--- src/rtl/store_forward_responder.sv ---
// rtl/store_forward_responder.sv - returns a retired result to the load/store queue,
// either from the retire ports in flight or from the per-ID result buffer.

package taiga_config;
  localparam int MAX_IDS = 8;
endpackage

package taiga_types;
  import taiga_config::*;
  typedef logic [$clog2(MAX_IDS)-1:0] id_t;
endpackage

interface writeback_store_interface;
  import taiga_types::*;
  logic        waiting;
  id_t         id_needed;
  logic        ack;
  logic        id_done;
  logic [31:0] data;

  modport wb (input waiting, id_needed, ack, output id_done, data);
  modport ls (output waiting, id_needed, ack, input id_done, data);
endinterface

module store_forward_responder
  import taiga_config::*;
  import taiga_types::*;
#(
  parameter int NUM_RETIRE_PORTS = 2
) (
  input  logic                        clk,
  input  logic                        rst,
  input  logic                        gc_issue_flush,
  writeback_store_interface.wb        wb_store,
  input  logic                        id_alloc,
  input  id_t                         id_alloc_id,
  input  logic [NUM_RETIRE_PORTS-1:0] retire_valid,
  input  id_t                         retire_id   [NUM_RETIRE_PORTS],
  input  logic [31:0]                 retire_data [NUM_RETIRE_PORTS]
);

  typedef enum logic [1:0] {IDLE, WAIT, DONE} state_t;

  state_t      state;
  logic        id_done_r;
  logic [31:0] data_r;
  id_t         needed_id_r;
  logic [MAX_IDS-1:0] avail;
  logic [31:0] buffer [MAX_IDS];

  id_t         cmp_id;
  logic        hit;
  logic [31:0] hit_data;

  // Scan from the highest port down so the lowest matching index is the one left standing.
  always_comb begin
    cmp_id   = (state == WAIT) ? needed_id_r : wb_store.id_needed;
    hit      = 1'b0;
    hit_data = '0;
    for (int p = NUM_RETIRE_PORTS - 1; p >= 0; p--) begin
      if (retire_valid[p] && (retire_id[p] == cmp_id)) begin
        hit      = 1'b1;
        hit_data = retire_data[p];
      end
    end
  end

  always_ff @(posedge clk) begin
    for (int p = 0; p < NUM_RETIRE_PORTS; p++) begin
      if (retire_valid[p])
        buffer[retire_id[p]] <= retire_data[p];
    end
  end

  always_ff @(posedge clk) begin
    if (rst) begin
      state       <= IDLE;
      id_done_r   <= 1'b0;
      data_r      <= '0;
      needed_id_r <= '0;
      avail       <= '0;
    end else begin
      for (int p = 0; p < NUM_RETIRE_PORTS; p++) begin
        if (retire_valid[p])
          avail[retire_id[p]] <= 1'b1;
      end
      // Placed after the retire loop so a same-cycle allocation of the ID clears it.
      if (id_alloc)
        avail[id_alloc_id] <= 1'b0;

      if (gc_issue_flush) begin
        state     <= IDLE;
        id_done_r <= 1'b0;
      end else begin
        case (state)
          IDLE: begin
            if (wb_store.waiting) begin
              if (hit) begin
                data_r    <= hit_data;
                id_done_r <= 1'b1;
                state     <= DONE;
              end else if (avail[wb_store.id_needed]) begin
                data_r    <= buffer[wb_store.id_needed];
                id_done_r <= 1'b1;
                state     <= DONE;
              end else begin
                needed_id_r <= wb_store.id_needed;
                state       <= WAIT;
              end
            end
          end
          WAIT: begin
            if (hit) begin
              data_r    <= hit_data;
              id_done_r <= 1'b1;
              state     <= DONE;
            end
          end
          DONE: begin
            if (wb_store.ack) begin
              id_done_r <= 1'b0;
              state     <= IDLE;
            end
          end
          default: begin
            id_done_r <= 1'b0;
            state     <= IDLE;
          end
        endcase
      end
    end
  end

  assign wb_store.id_done = id_done_r;
  assign wb_store.data    = data_r;

endmodule

--- src/flat_wrapper.sv ---
// flat-port wrapper written by rule: the top's interface ports become plain ports
module store_forward_responder_flat import taiga_config::*; import taiga_types::*;
#(
  parameter int NUM_RETIRE_PORTS = 2
)
  (clk, rst, gc_issue_flush, id_alloc, id_alloc_id, retire_valid, retire_id, retire_data, wb_store_waiting, wb_store_id_needed, wb_store_ack, wb_store_id_done, wb_store_data);
  writeback_store_interface wb_store_i ();
  input  logic clk;
  input  logic rst;
  input  logic gc_issue_flush;
  input  logic id_alloc;
  input  id_t id_alloc_id;
  input  logic [NUM_RETIRE_PORTS-1:0] retire_valid;
  input  id_t retire_id[NUM_RETIRE_PORTS];
  input  logic [31:0] retire_data[NUM_RETIRE_PORTS];
  input wire logic [$bits(wb_store_i.waiting)-1:0] wb_store_waiting;
  input wire logic [$bits(wb_store_i.id_needed)-1:0] wb_store_id_needed;
  input wire logic [$bits(wb_store_i.ack)-1:0] wb_store_ack;
  output wire logic [$bits(wb_store_i.id_done)-1:0] wb_store_id_done;
  output wire logic [$bits(wb_store_i.data)-1:0] wb_store_data;
  assign wb_store_i.waiting = wb_store_waiting;
  assign wb_store_i.id_needed = wb_store_id_needed;
  assign wb_store_i.ack = wb_store_ack;
  assign wb_store_id_done = wb_store_i.id_done;
  assign wb_store_data = wb_store_i.data;
  store_forward_responder #(.NUM_RETIRE_PORTS(NUM_RETIRE_PORTS)) u_core (.clk(clk), .rst(rst), .gc_issue_flush(gc_issue_flush), .wb_store(wb_store_i), .id_alloc(id_alloc), .id_alloc_id(id_alloc_id), .retire_valid(retire_valid), .retire_id(retire_id), .retire_data(retire_data));
endmodule
--- config.mk ---
export PLATFORM = sky130hd
export DESIGN_NAME = store_forward_responder_flat
export DESIGN_NICKNAME = d
export VERILOG_FILES = /design/src/rtl/store_forward_responder.sv /design/src/flat_wrapper.sv
export SDC_FILE = /design/constraint.sdc
export NUM_CORES = 1
export LEC_CHECK = 0
export BUFFER_PORTS_ARGS = -buffer_cell sky130_fd_sc_hd__buf_2
export CAP_MARGIN = 40
export CORE_ASPECT_RATIO = 0.7
export CORE_MARGIN = 2
export CORE_UTILIZATION = 65
export DETAILED_ROUTE_END_ITERATION = 10
export PLACE_DENSITY_LB_ADDON = 0.15
export SETUP_SLACK_MARGIN = 0.15
export SLEW_MARGIN = 20
export SYNTH_ARGS = -nofsm -noshare
export SYNTH_HDL_FRONTEND = slang
export SYNTH_SLANG_ARGS = --single-unit
export TNS_END_PERCENT = 100
--- constraint.sdc ---
create_clock -name clk -period 9.1 [get_ports clk]
set_input_delay 0.455 -clock clk [delete_from_list [all_inputs] [get_ports clk]]
set_output_delay 0.455 -clock clk [all_outputs]
set_load 0.02 [all_outputs]
==> impl_metrics.csv, run 1 <==
group,metric,value,unit
detailed_routing,vias,9282,
detailed_routing,final_antenna_net_count,0,
sta,setup_tns,0,ns
final_layout,fin_nets,1103,
status,status,"completed",
critical_path,critPathArrivalTime,3.48,ns
detailed_routing,drc,0,
sta,relSlewSlack,0.527,
global_route,grt_pass1_vias,9321,
synth,syn_inst,918,
detailed_routing,routed-wl-met2,18000,microns
final_layout,drive_gt1_frac,0.531,
synth,synth_ff_type,"edfxtp_1",
synth,synth_edf_count,256,
critical_path,crit_fanout,47,
final_layout,diodes,0,
detailed_routing,routedWlPerCell,27.4,microns
critical_path,start_kind,"primary input",
synth,ys_async_sr_fraction,0,
floorplanning,ios,117,
global_route,antenna_found_initial,1,
sta,slew_viol_final,0,
sta,layout_min_cycle_time,3.04,ns
critical_path,required,9.54,ns
critical_path,regToRegEndpoint,"u_core.wb_store.data[5]$_SDFFE_PP0P_",
global_route,grt_max_degree,48,
clock_tree,ctsResizeCount,0,
clock_tree,numClockSinks,302,
global_route,track_usage,0.306,
sta,skew,0.0114,ns
sta,rsz0062_at_grt,"false",
final_layout,fin_area,0.0170,sq mm
clock_tree,cts.path.max_buffers,3,
floorplanning,die_y,132,microns
clock_tree,cts_hold_repair.buffers,0,
synth,yosysWarningCount,0,
synth,yosysTopAreaCell,"edfxtp_1",
floorplanning,core_area,0.0227,sq mm
detailed_routing,routed_via_density,6.86,
synth,syn-num-nets,1002,
clock_tree,cts-buffers-inserted,29,
synth,synth.avg_cell_area,16.5,sq um
sta,hold_ws,0.150,ns
worst_hold_path,hp-class,"in -> reg",
synth,synth-seq-cells,302,
job,maxCapViolCount,0,
placement,dpl.hpwl,19900,microns
worst_hold_path,worstHoldStart,"gc_issue_flush",
final_layout,utilization,0.749,
pwr,irDropWorstVdd,0.168,mV
sta,tightest_slew,0.710,ns
sta,worst_slack,6.06,ns
synth,ys_top_cells_by_area,"edfxtp_1, mux2_2, mux4_2, dfxtp_1, a221o_1",
synth,synth_cell_types,41,
critical_path,path_class,"in -> reg",
synth,yosysTopAreaCellShare,0.508,
sta,timing.fmax,0.329,GHz
placement,placed_cell_area,0.0161,sq mm
floorplanning,row_count,46,
floorplanning,die-width,186,microns
synth,synth.most_common_cell,"mux2_2",
worst_hold_path,min_path_cells,2,
synth,netlist_area,0.0151,sq mm
clock_tree,cts_max_level,1,
synth,synth.yosys.seq_area_share,0.569,
global_route,overflow,0,
floorplanning,dieArea,0.0245,sq mm
critical_path,r2r_cells,7,
global_route,grt_pass1_wl,57000,microns
sta,period_share,0.334,
placement,place.gp.congestion,0.806,
synth,synth_common_cells,"mux2_2, edfxtp_1, mux4_2",
detailed_routing,wl_met3,3530,microns
sta,hold_viol_final,0,
sta,setup_viol,0,
final_layout,fillers,1429,
clock_tree,postCtsSetupBuffers,0,
worst_hold_path,holdPathEnd,"u_core.wb_store.id_done$_SDFFE_PP0P_",
clock_tree,clkLatencyLatePin,0.56,ns
placement,port_buffers,116,
critical_path,crit_start,"wb_store_id_needed[1]",
detailed_routing,wirelength,37100,microns
detailed_routing,routed.top_layer,"met5",
clock_tree,clkSlewWorstSetupHoldPaths,0.07,ns
detailed_routing,drt_first_pass_iters,5,
detailed_routing,drtIter0Drc,923,
critical_path,rrSetupSlack,6.26,ns
clock_tree,cts_root_buffer,"clkbuf_16",
clock_tree,tritoncts,"built",
final_layout,area_growth_syn_to_layout,12.4,%
pwr,p_leak,5.81,nW
critical_path,r2r_start,"u_core.state[1]$_SDFFE_PP0P_",
critical_path,cp-end-kind,"flop",
placement,pre_cts_slack,5.54,ns
floorplanning,initial_utilization,0.666,
detailed_routing,m1WireLength,14800,microns
pwr,power_density,186,mW/mm^2
-- area by class of cell --
| cell class | instances | area [sq um] | share of cell area |
|---|---|---|---|
| flip-flops and latches | 302 | 8610 | 0.506 |
| clock inverters | 11 | 83.8 | 0.00493 |
| well taps | 312 | 390 | 0.0229 |
| repair buffers | 141 | 806 | 0.0473 |
| multi-input cells | 545 | 6310 | 0.371 |
| clock buffers | 43 | 818 | 0.0481 |
-- routing by layer --
metal / vias to the layer above / track usage
li1: 3984 / -
met1: 4688 / 0.429
met2: 527 / 0.504
met3: 81 / 0.0521
met4: 2 / 0.0716
met5: - / 0
-- critical path: stages --
cell and delay (ns):
buf_4 0.33, buf_4 0.66, mux4_2 0.62, mux2i_4 0.18, nor2_1 0.07, a221o_1 0.35
and3b_1 0.19, buf_4 0.28, a32o_1 0.29
-- registers in the layout (all words and copies together) (netlist names) --
signal and cells:
u_core.wb_store.data 32, u_core.buffer 256, u_core.needed_id_r 3, u_core.state 2, u_core.avail 8, u_core.wb_store.id_done 1
-- per-stage QoR --
step	total power [W]	std cells
finish	0.00317	1354
floorplan	0.00190	918
global placement	0.00202	1298
global route	0.00326	1354
detailed placement	0.00203	1300
CTS	0.00318	1354
-- how the worst max path moves through the flow --
stage	end	slack (ns)	depth (start not counted)
final	u_core.wb_store.data[6]$_SDFFE_PP0P_	6.06	9
after global routing	u_core.wb_store.data[3]$_SDFFE_PP0P_	5.92	8
after CTS	u_core.wb_store.data[24]$_SDFFE_PP0P_	6.11	9
after detailed placement	u_core.wb_store.data[6]$_SDFFE_PP0P_	5.54	9
after global placement	u_core.wb_store.data[5]$_SDFFE_PP0P_	5.58	9
after floorplan	u_core.buffer[6][0]$_DFFE_PP_	5.50	3
-- logic make-up after synthesis --
logic type      count (synthesis)  synth area share
flops                         302             0.569
mux                           360             0.317
buf+inv                        71            0.0214
simple gates                   86            0.0326
compound gates                 91            0.0555
xor+xnor                        8           0.00463
-- layout by cell type, fill, tap and decap left out, types with 5 or more instances in the layout --
| master | count |
|---|---|
| buf_2 | 114 |
| clkbuf_1 | 10 |
| mux2_2 | 288 |
| clkbuf_16 | 29 |
| buf_4 | 25 |
| nand2b_1 | 37 |
| a221o_1 | 33 |
| nor2_1 | 16 |
| mux4_2 | 66 |
| edfxtp_1 | 256 |
| dfxtp_1 | 46 |
| nand2_1 | 5 |
| nor2b_1 | 5 |
| a32o_1 | 32 |
| clkinv_2 | 6 |
| mux2i_1 | 5 |
-- report_power, final --
part	total (W)	internal (W)	switching, W	leakage (nW)
Sequential	0.00162	0.00159	0.0000253	2.72
Clock	0.00116	0.000649	0.000512	0.443
Combinational	0.000393	0.000190	0.000203	2.64
Power figures use the tool's default switching activity.
==> run 2, diff against run 1 <==
--- a/config.mk
+++ b/config.mk
@@ -5,11 +5,12 @@
 export SDC_FILE = /design/constraint.sdc
 export NUM_CORES = 1
 export LEC_CHECK = 0
+export ABC_AREA = 1
 export BUFFER_PORTS_ARGS = -buffer_cell sky130_fd_sc_hd__buf_2
 export CAP_MARGIN = 40
 export CORE_ASPECT_RATIO = 0.7
 export CORE_MARGIN = 2
-export CORE_UTILIZATION = 65
+export CORE_UTILIZATION = 61
 export DETAILED_ROUTE_END_ITERATION = 10
 export PLACE_DENSITY_LB_ADDON = 0.15
 export SETUP_SLACK_MARGIN = 0.15
==> constraint.sdc (replaced) <==
create_clock -name clk -period 3.1 [get_ports clk]
set_input_delay 0.155 -clock clk [delete_from_list [all_inputs] [get_ports clk]]
set_output_delay 0.155 -clock clk [all_outputs]
set_load 0.02 [all_outputs]
==> impl_metrics.csv, run 2 <==
group,metric,value,unit
clock_tree,postCtsSetupBuffers,0,
global_route,grt_pass1_wl,71500,microns
synth,synth_ff_type,"edfxtp_1",
floorplanning,die_y,139,microns
critical_path,critPathArrivalTime,3.12,ns
clock_tree,cts_max_level,1,
placement,place.gp.congestion,0.944,
synth,synth_cell_types,25,
final_layout,fillers,2085,
detailed_routing,drc,0,
clock_tree,clkLatencyLatePin,0.56,ns
floorplanning,initial_utilization,0.618,
critical_path,cp_cell_sequence,"nand2_4, nand2_1, nand3_1, nand2_1, nor2_1, nand2_2, nand3_2, nor2_1, nand2_1, nand2_1, a21oi_1, dlygate4sd3_1",
worst_hold_path,hp-class,"in -> reg",
pwr,power_density,568,mW/mm^2
synth,synth.avg_cell_area,7.98,sq um
clock_tree,clkSlewWorstSetupHoldPaths,0.06,ns
final_layout,largest_reg_flops,256,
synth,syn_inst,1978,
global_route,grt_max_degree,104,
clock_tree,cts.path.max_buffers,3,
pwr,p_leak,7.49,nW
synth,synth_common_cells,"nand2_1, o21ai_0, nor2_1",
critical_path,required,3.55,ns
detailed_routing,drtIter0Drc,1871,
floorplanning,die-width,196,microns
sta,setup_tns,0,ns
clock_tree,numClockSinks,302,
final_layout,final_cell_mix,"nand2_1, o21ai_0, nor2_1",
synth,synth.yosys.seq_area_share,0.545,
final_layout,fin_cells,2371,
sta,period_share,0.862,
final_layout,utilization,0.692,
synth,synth_edf_count,256,
critical_path,path_class,"reg -> reg",
pwr,total_power,0.0100,W
final_layout,diodes,0,
detailed_routing,routedWlPerCell,19.6,microns
clock_tree,ctsResizeCount,0,
sta,rsz0062_at_grt,"false",
critical_path,cp.depth,12,
critical_path,r2r_cells,12,
sta,layout_min_cycle_time,2.67,ns
critical_path,crit_buf_inv,1,
job,maxCapViolCount,0,
critical_path,slowest_stage,"dlygate4sd3_1",
clock_tree,cts-buffers-inserted,31,
detailed_routing,wirelength,46500,microns
placement,port_buffers,116,
synth,netlist_area,0.0158,sq mm
status,status,"completed",
critical_path,cp-end-kind,"flop",
sta,tightest_slew,0.793,ns
floorplanning,row_count,49,
synth,ys_top_cells_by_area,"edfxtp_1, o21ai_0, nand2_1, nor2_1, dfxtp_1",
synth,yosysTopAreaCellShare,0.487,
critical_path,crit_fanout,14,
sta,hold_viol_final,0,
synth,ys_async_sr_fraction,0,
final_layout,mostFrequentLayoutCell,"nand2_1",
global_route,overflow,0,
detailed_routing,vias,14007,
global_route,antenna_found_initial,0,
final_layout,area_growth_syn_to_layout,12.0,%
sta,setup_viol,0,
sta,timing.fmax,0.374,GHz
worst_hold_path,worstHoldStart,"retire_data[45]",
floorplanning,core_area,0.0256,sq mm
final_layout,fin_nets,2099,
sta,skew,0.0148,ns
critical_path,r2r_start,"u_core.state[0]$_SDFFE_PP0P_",
worst_hold_path,min_path_cells,3,
detailed_routing,routed_via_density,5.91,
critical_path,path_delay_family,"simple AND/OR/NAND/NOR gates",
critical_path,crit_start,"u_core.state[0]$_SDFFE_PP0P_",
floorplanning,ios,117,
global_route,grt_pass1_vias,12719,
synth,syn-num-nets,2062,
sta,relSlewSlack,0.471,
placement,dpl.hpwl,25700,microns
clock_tree,cts_root_buffer,"clkbuf_16",
final_layout,fin_area,0.0177,sq mm
sta,slew_viol_final,0,
synth,synth.most_common_cell,"nand2_1",
final_layout,drive_gt1_frac,0.111,
placement,placed_cells,2293,
critical_path,cp_slowest_stage_delay,0.55,ns
placement,placed_cell_area,0.0165,sq mm
critical_path,start_kind,"flop",
synth,yosysTopAreaCell,"edfxtp_1",
clock_tree,cts_hold_repair.buffers,20,
floorplanning,dieArea,0.0272,sq mm
pwr,irDropWorstVdd,0.511,mV
global_route,track_usage,0.340,
detailed_routing,final_antenna_net_count,0,
clock_tree,tritoncts,"built",
synth,synth-seq-cells,302,
synth,yosysWarningCount,0,
detailed_routing,drt_first_pass_iters,6,
critical_path,critPathMostFrequentCell,"nand2_1",
[run 2: path summary, 6_finish.rpt]
path                                                        endpoint  slack (ns)
worst max-delay path              u_core.needed_id_r[0]$_SDFFE_PP0P_        0.43
worst min-delay path                  u_core.buffer[7][13]$_DFFE_PP_        0.02
worst max register to register    u_core.needed_id_r[0]$_SDFFE_PP0P_        0.43
worst min register to register  u_core.wb_store.data[9]$_SDFFE_PP0P_        0.48
[run 2: worst min-delay path, cell delays in order]
cell,delay (ns)
buf_2,0.18
nand2_1,0.07
o21ai_0,0.06
[run 2: metrics by stage]
stage | hold WS [ns] | worst slack (ns)
4_1_cts | 0.000667 | 0.487
3_3_place_gp | 0.383 | 0.744
3_5_place_dp | 0.402 | 0.689
5_1_grt | 0.0272 | 0.267
6_report | 0.0172 | 0.429
2_1_floorplan | 0.224 | 0.945
[run 2: routing by layer]
layer / track usage / routed length (microns)
met2: 0.538 / 21000
met1: 0.477 / 18500
met5: 0 / 0
met3: 0.0644 / 5570
met4: 0.114 / 1410
[run 2: logic make-up after synthesis]
logic type,share of synthesized area
and+or+nand+nor,0.243
AOI/OAI and AO/OA,0.152
buffers and inverters,0.0604
DFF,0.545
[run 2: cell type report]
| class | count | area (sq um) | share of cell area |
|---|---|---|---|
| clock buffer | 44 | 875 | 0.0494 |
| clock inverter | 14 | 150 | 0.00849 |
| inverter | 68 | 256 | 0.0145 |
| multi-input combinational | 1441 | 6290 | 0.355 |
| sequential | 302 | 8610 | 0.487 |
| tap | 331 | 414 | 0.0234 |
| timing repair buffer | 171 | 1100 | 0.0621 |
[run 2: where the power goes]
group | total (W) | switching (W) | internal (W)
clock network | 0.00377 | 0.00156 | 0.00221
registers | 0.00480 | 0.0000914 | 0.00471
logic | 0.00147 | 0.00103 | 0.000440
total | 0.0100 | 0.00268 | 0.00736
==> run 3, diff against run 2 <==
--- a/config.mk
+++ b/config.mk
@@ -13,7 +13,9 @@
 export CORE_UTILIZATION = 61
 export DETAILED_ROUTE_END_ITERATION = 10
 export PLACE_DENSITY_LB_ADDON = 0.15
+export RECOVER_POWER = 50
 export SETUP_SLACK_MARGIN = 0.15
+export SKIP_CTS_REPAIR_TIMING = 1
 export SLEW_MARGIN = 20
 export SYNTH_ARGS = -nofsm -noshare
 export SYNTH_HDL_FRONTEND = slang
==> impl_metrics.csv, run 3 (synthesis results as in run 2) <==
group,metric,value,unit
status,status,"complete, but fails checks",
status,violations,"hold timing, capacitance limit, slew limit",
global_route,grt_use_met3,0.0642,
pwr,power.internal,0.00734,W
pwr,power_density,574,mW/mm^2
pwr,p_clk_frac,0.377,
sta,timing.fmax,0.403,GHz
sta,slew_viol_final,228,
global_route,antenna_found_initial,0,
floorplanning,die-width,196,microns
global_route,grt_max_degree,104,
pwr,switching_power,0.00269,W
worst_hold_path,hp-class,"in -> reg",
critical_path,crit_fanout,44,
pwr,p_sw_frac,0.268,
final_layout,largest_reg_flops,256,
pwr,p_leak,7.33,nW
final_layout,diodes,0,
critical_path,start_kind,"flop",
clock_tree,cts_max_level,1,
critical_path,cp-end-kind,"flop",
detailed_routing,final_antenna_net_count,0,
floorplanning,row_count,49,
clock_tree,tritoncts,"built",
detailed_routing,drc,0,
sta,skew,0.0101,ns
sta,period_share,0.800,
global_route,use_met2,0.535,
sta,layout_min_cycle_time,2.48,ns
job,maxCapViolCount,4,
global_route,grt_use_met1,0.476,
final_layout,fin_nets,2084,
sta,hold_ws,-0.00330,ns
final_layout,area_growth_syn_to_layout,10.7,%
critical_path,required,3.55,ns
detailed_routing,vias,13931,
detailed_routing,wirelength,46400,microns
floorplanning,ios,117,
final_layout,mostFrequentLayoutCell,"nand2_1",
final_layout,fin_area,0.0175,sq mm
floorplanning,dieArea,0.0272,sq mm
sta,rsz0062_at_grt,"false",
detailed_routing,drtIter0Drc,2049,
pwr,pwr-share-comb,0.144,
placement,place.gp.congestion,0.944,
pwr,pwr-share-seq,0.479,
final_layout,fin_cells,2356,
global_route,grt_pass1_wl,71200,microns
clock_tree,cts_root_buffer,"clkbuf_16",
clock_tree,cts-buffers-inserted,31,
clock_tree,cts.path.max_buffers,3,
sta,tightest_slew,2.52,ns
floorplanning,initial_utilization,0.618,
sta,setup_viol,0,
global_route,busiest_layer,"met2",
pwr,irDropWorstVdd,0.511,mV
final_layout,fillers,2119,
clock_tree,numClockSinks,302,
sta,relSlewSlack,-0.679,
placement,port_buffers,116,
detailed_routing,routedWlPerCell,19.7,microns
clock_tree,clkSlewWorstSetupHoldPaths,0.06,ns
clock_tree,clkLatencyLatePin,0.56,ns
global_route,overflow,0,
final_layout,final_cell_mix,"nand2_1, o21ai_0, nor2_1",
sta,hold_viol_final,4,
final_layout,drive_gt1_frac,0.0968,
sta,setup_tns,0,ns
placement,placed_cell_area,0.0165,sq mm
critical_path,path_class,"reg -> reg",
global_route,grt_pass1_vias,12647,
placement,dpl.hpwl,25700,microns
detailed_routing,drt_first_pass_iters,5,
global_route,track_usage,0.339,
floorplanning,die_y,139,microns
floorplanning,core_area,0.0256,sq mm
placement,placed_cells,2293,
critical_path,critPathArrivalTime,2.93,ns
detailed_routing,routed_via_density,5.91,
run 3: changes by cell type in the layout (fill, tap and decap cells not counted):
cell           delta
buf_2            -23
buf_4             -7
clkbuf_1         +24
clkbuf_2          +6
clkinv_1          +1
dlygate4sd3_1    -15
inv_2             -1
nand2_1           +5
nand2_2           -5
nand3_1           +1
nand3_2           -1
run 3: path summary, 6_finish.rpt:
path	to	startpoint	slack [ns]	cells past startpoint
worst min register to register	u_core.wb_store.data[4]$_SDFFE_PP0P_	u_core.wb_store.data[4]$_SDFFE_PP0P_	0.49	2
worst min-delay path	u_core.buffer[6][23]$_DFFE_PP_	retire_data[55]	-0.003	3
worst max register to register	u_core.wb_store.data[8]$_SDFFE_PP0P_	u_core.state[0]$_SDFFE_PP0P_	0.62	12
worst max-delay path	u_core.wb_store.data[8]$_SDFFE_PP0P_	u_core.state[0]$_SDFFE_PP0P_	0.62	12
run 3: worst max-delay path, cell delays in order, from the launching register on:
cell and delay, ns:
dfxtp_1 0.54, nand3_1 0.15, nand2_1 0.13, nor2_1 0.05
nor2_1 0.13, nand2_2 0.24, nand3_2 0.19, nand2_2 0.11
nor2_8 0.33, buf_12 0.29, nand2_1 0.09, nand2_1 0.07
nor2_1 0.04
run 3: final cells by class:
type | instances | area [sq um] | area share
Timing Repair Buffer | 156 | 901 | 0.0516
Inverter | 68 | 256 | 0.0147
Sequential cell | 302 | 8610 | 0.493
Tap cell | 331 | 414 | 0.0237
Clock inverter | 14 | 150 | 0.00859
Clock buffer | 44 | 875 | 0.0500
Multi-Input combinational cell | 1441 | 6270 | 0.359
run 3: metal layers:
layer,share of wire,vias to the layer above
met2,0.45,840
met5,0,-
met3,0.12,120
li1,-,6646
met4,0.034,0
met1,0.40,6325
run 3: power groups by stage:
stage,clock (W),combinational [W],sequential [W]
after floorplan,0,0.000911,0.00491
after global routing,0.00393,0.00160,0.00483
after CTS,0.00380,0.00143,0.00480
final,0.00378,0.00144,0.00480
after global placement,0,0.00139,0.00488
after detailed placement,0,0.00142,0.00488
run 3: through the flow:
step	total power, W	setup WS (ns)	hold slack [ns]	utilization
global placement	0.00626	0.744	0.383	0.644
global route	0.0104	0.422	0.00393	0.684
finish	0.0100	0.619	-0.00330	0.684
detailed placement	0.00630	0.689	0.402	0.644
CTS	0.0100	0.661	-0.188	0.684
floorplan	0.00582	0.945	0.224	-
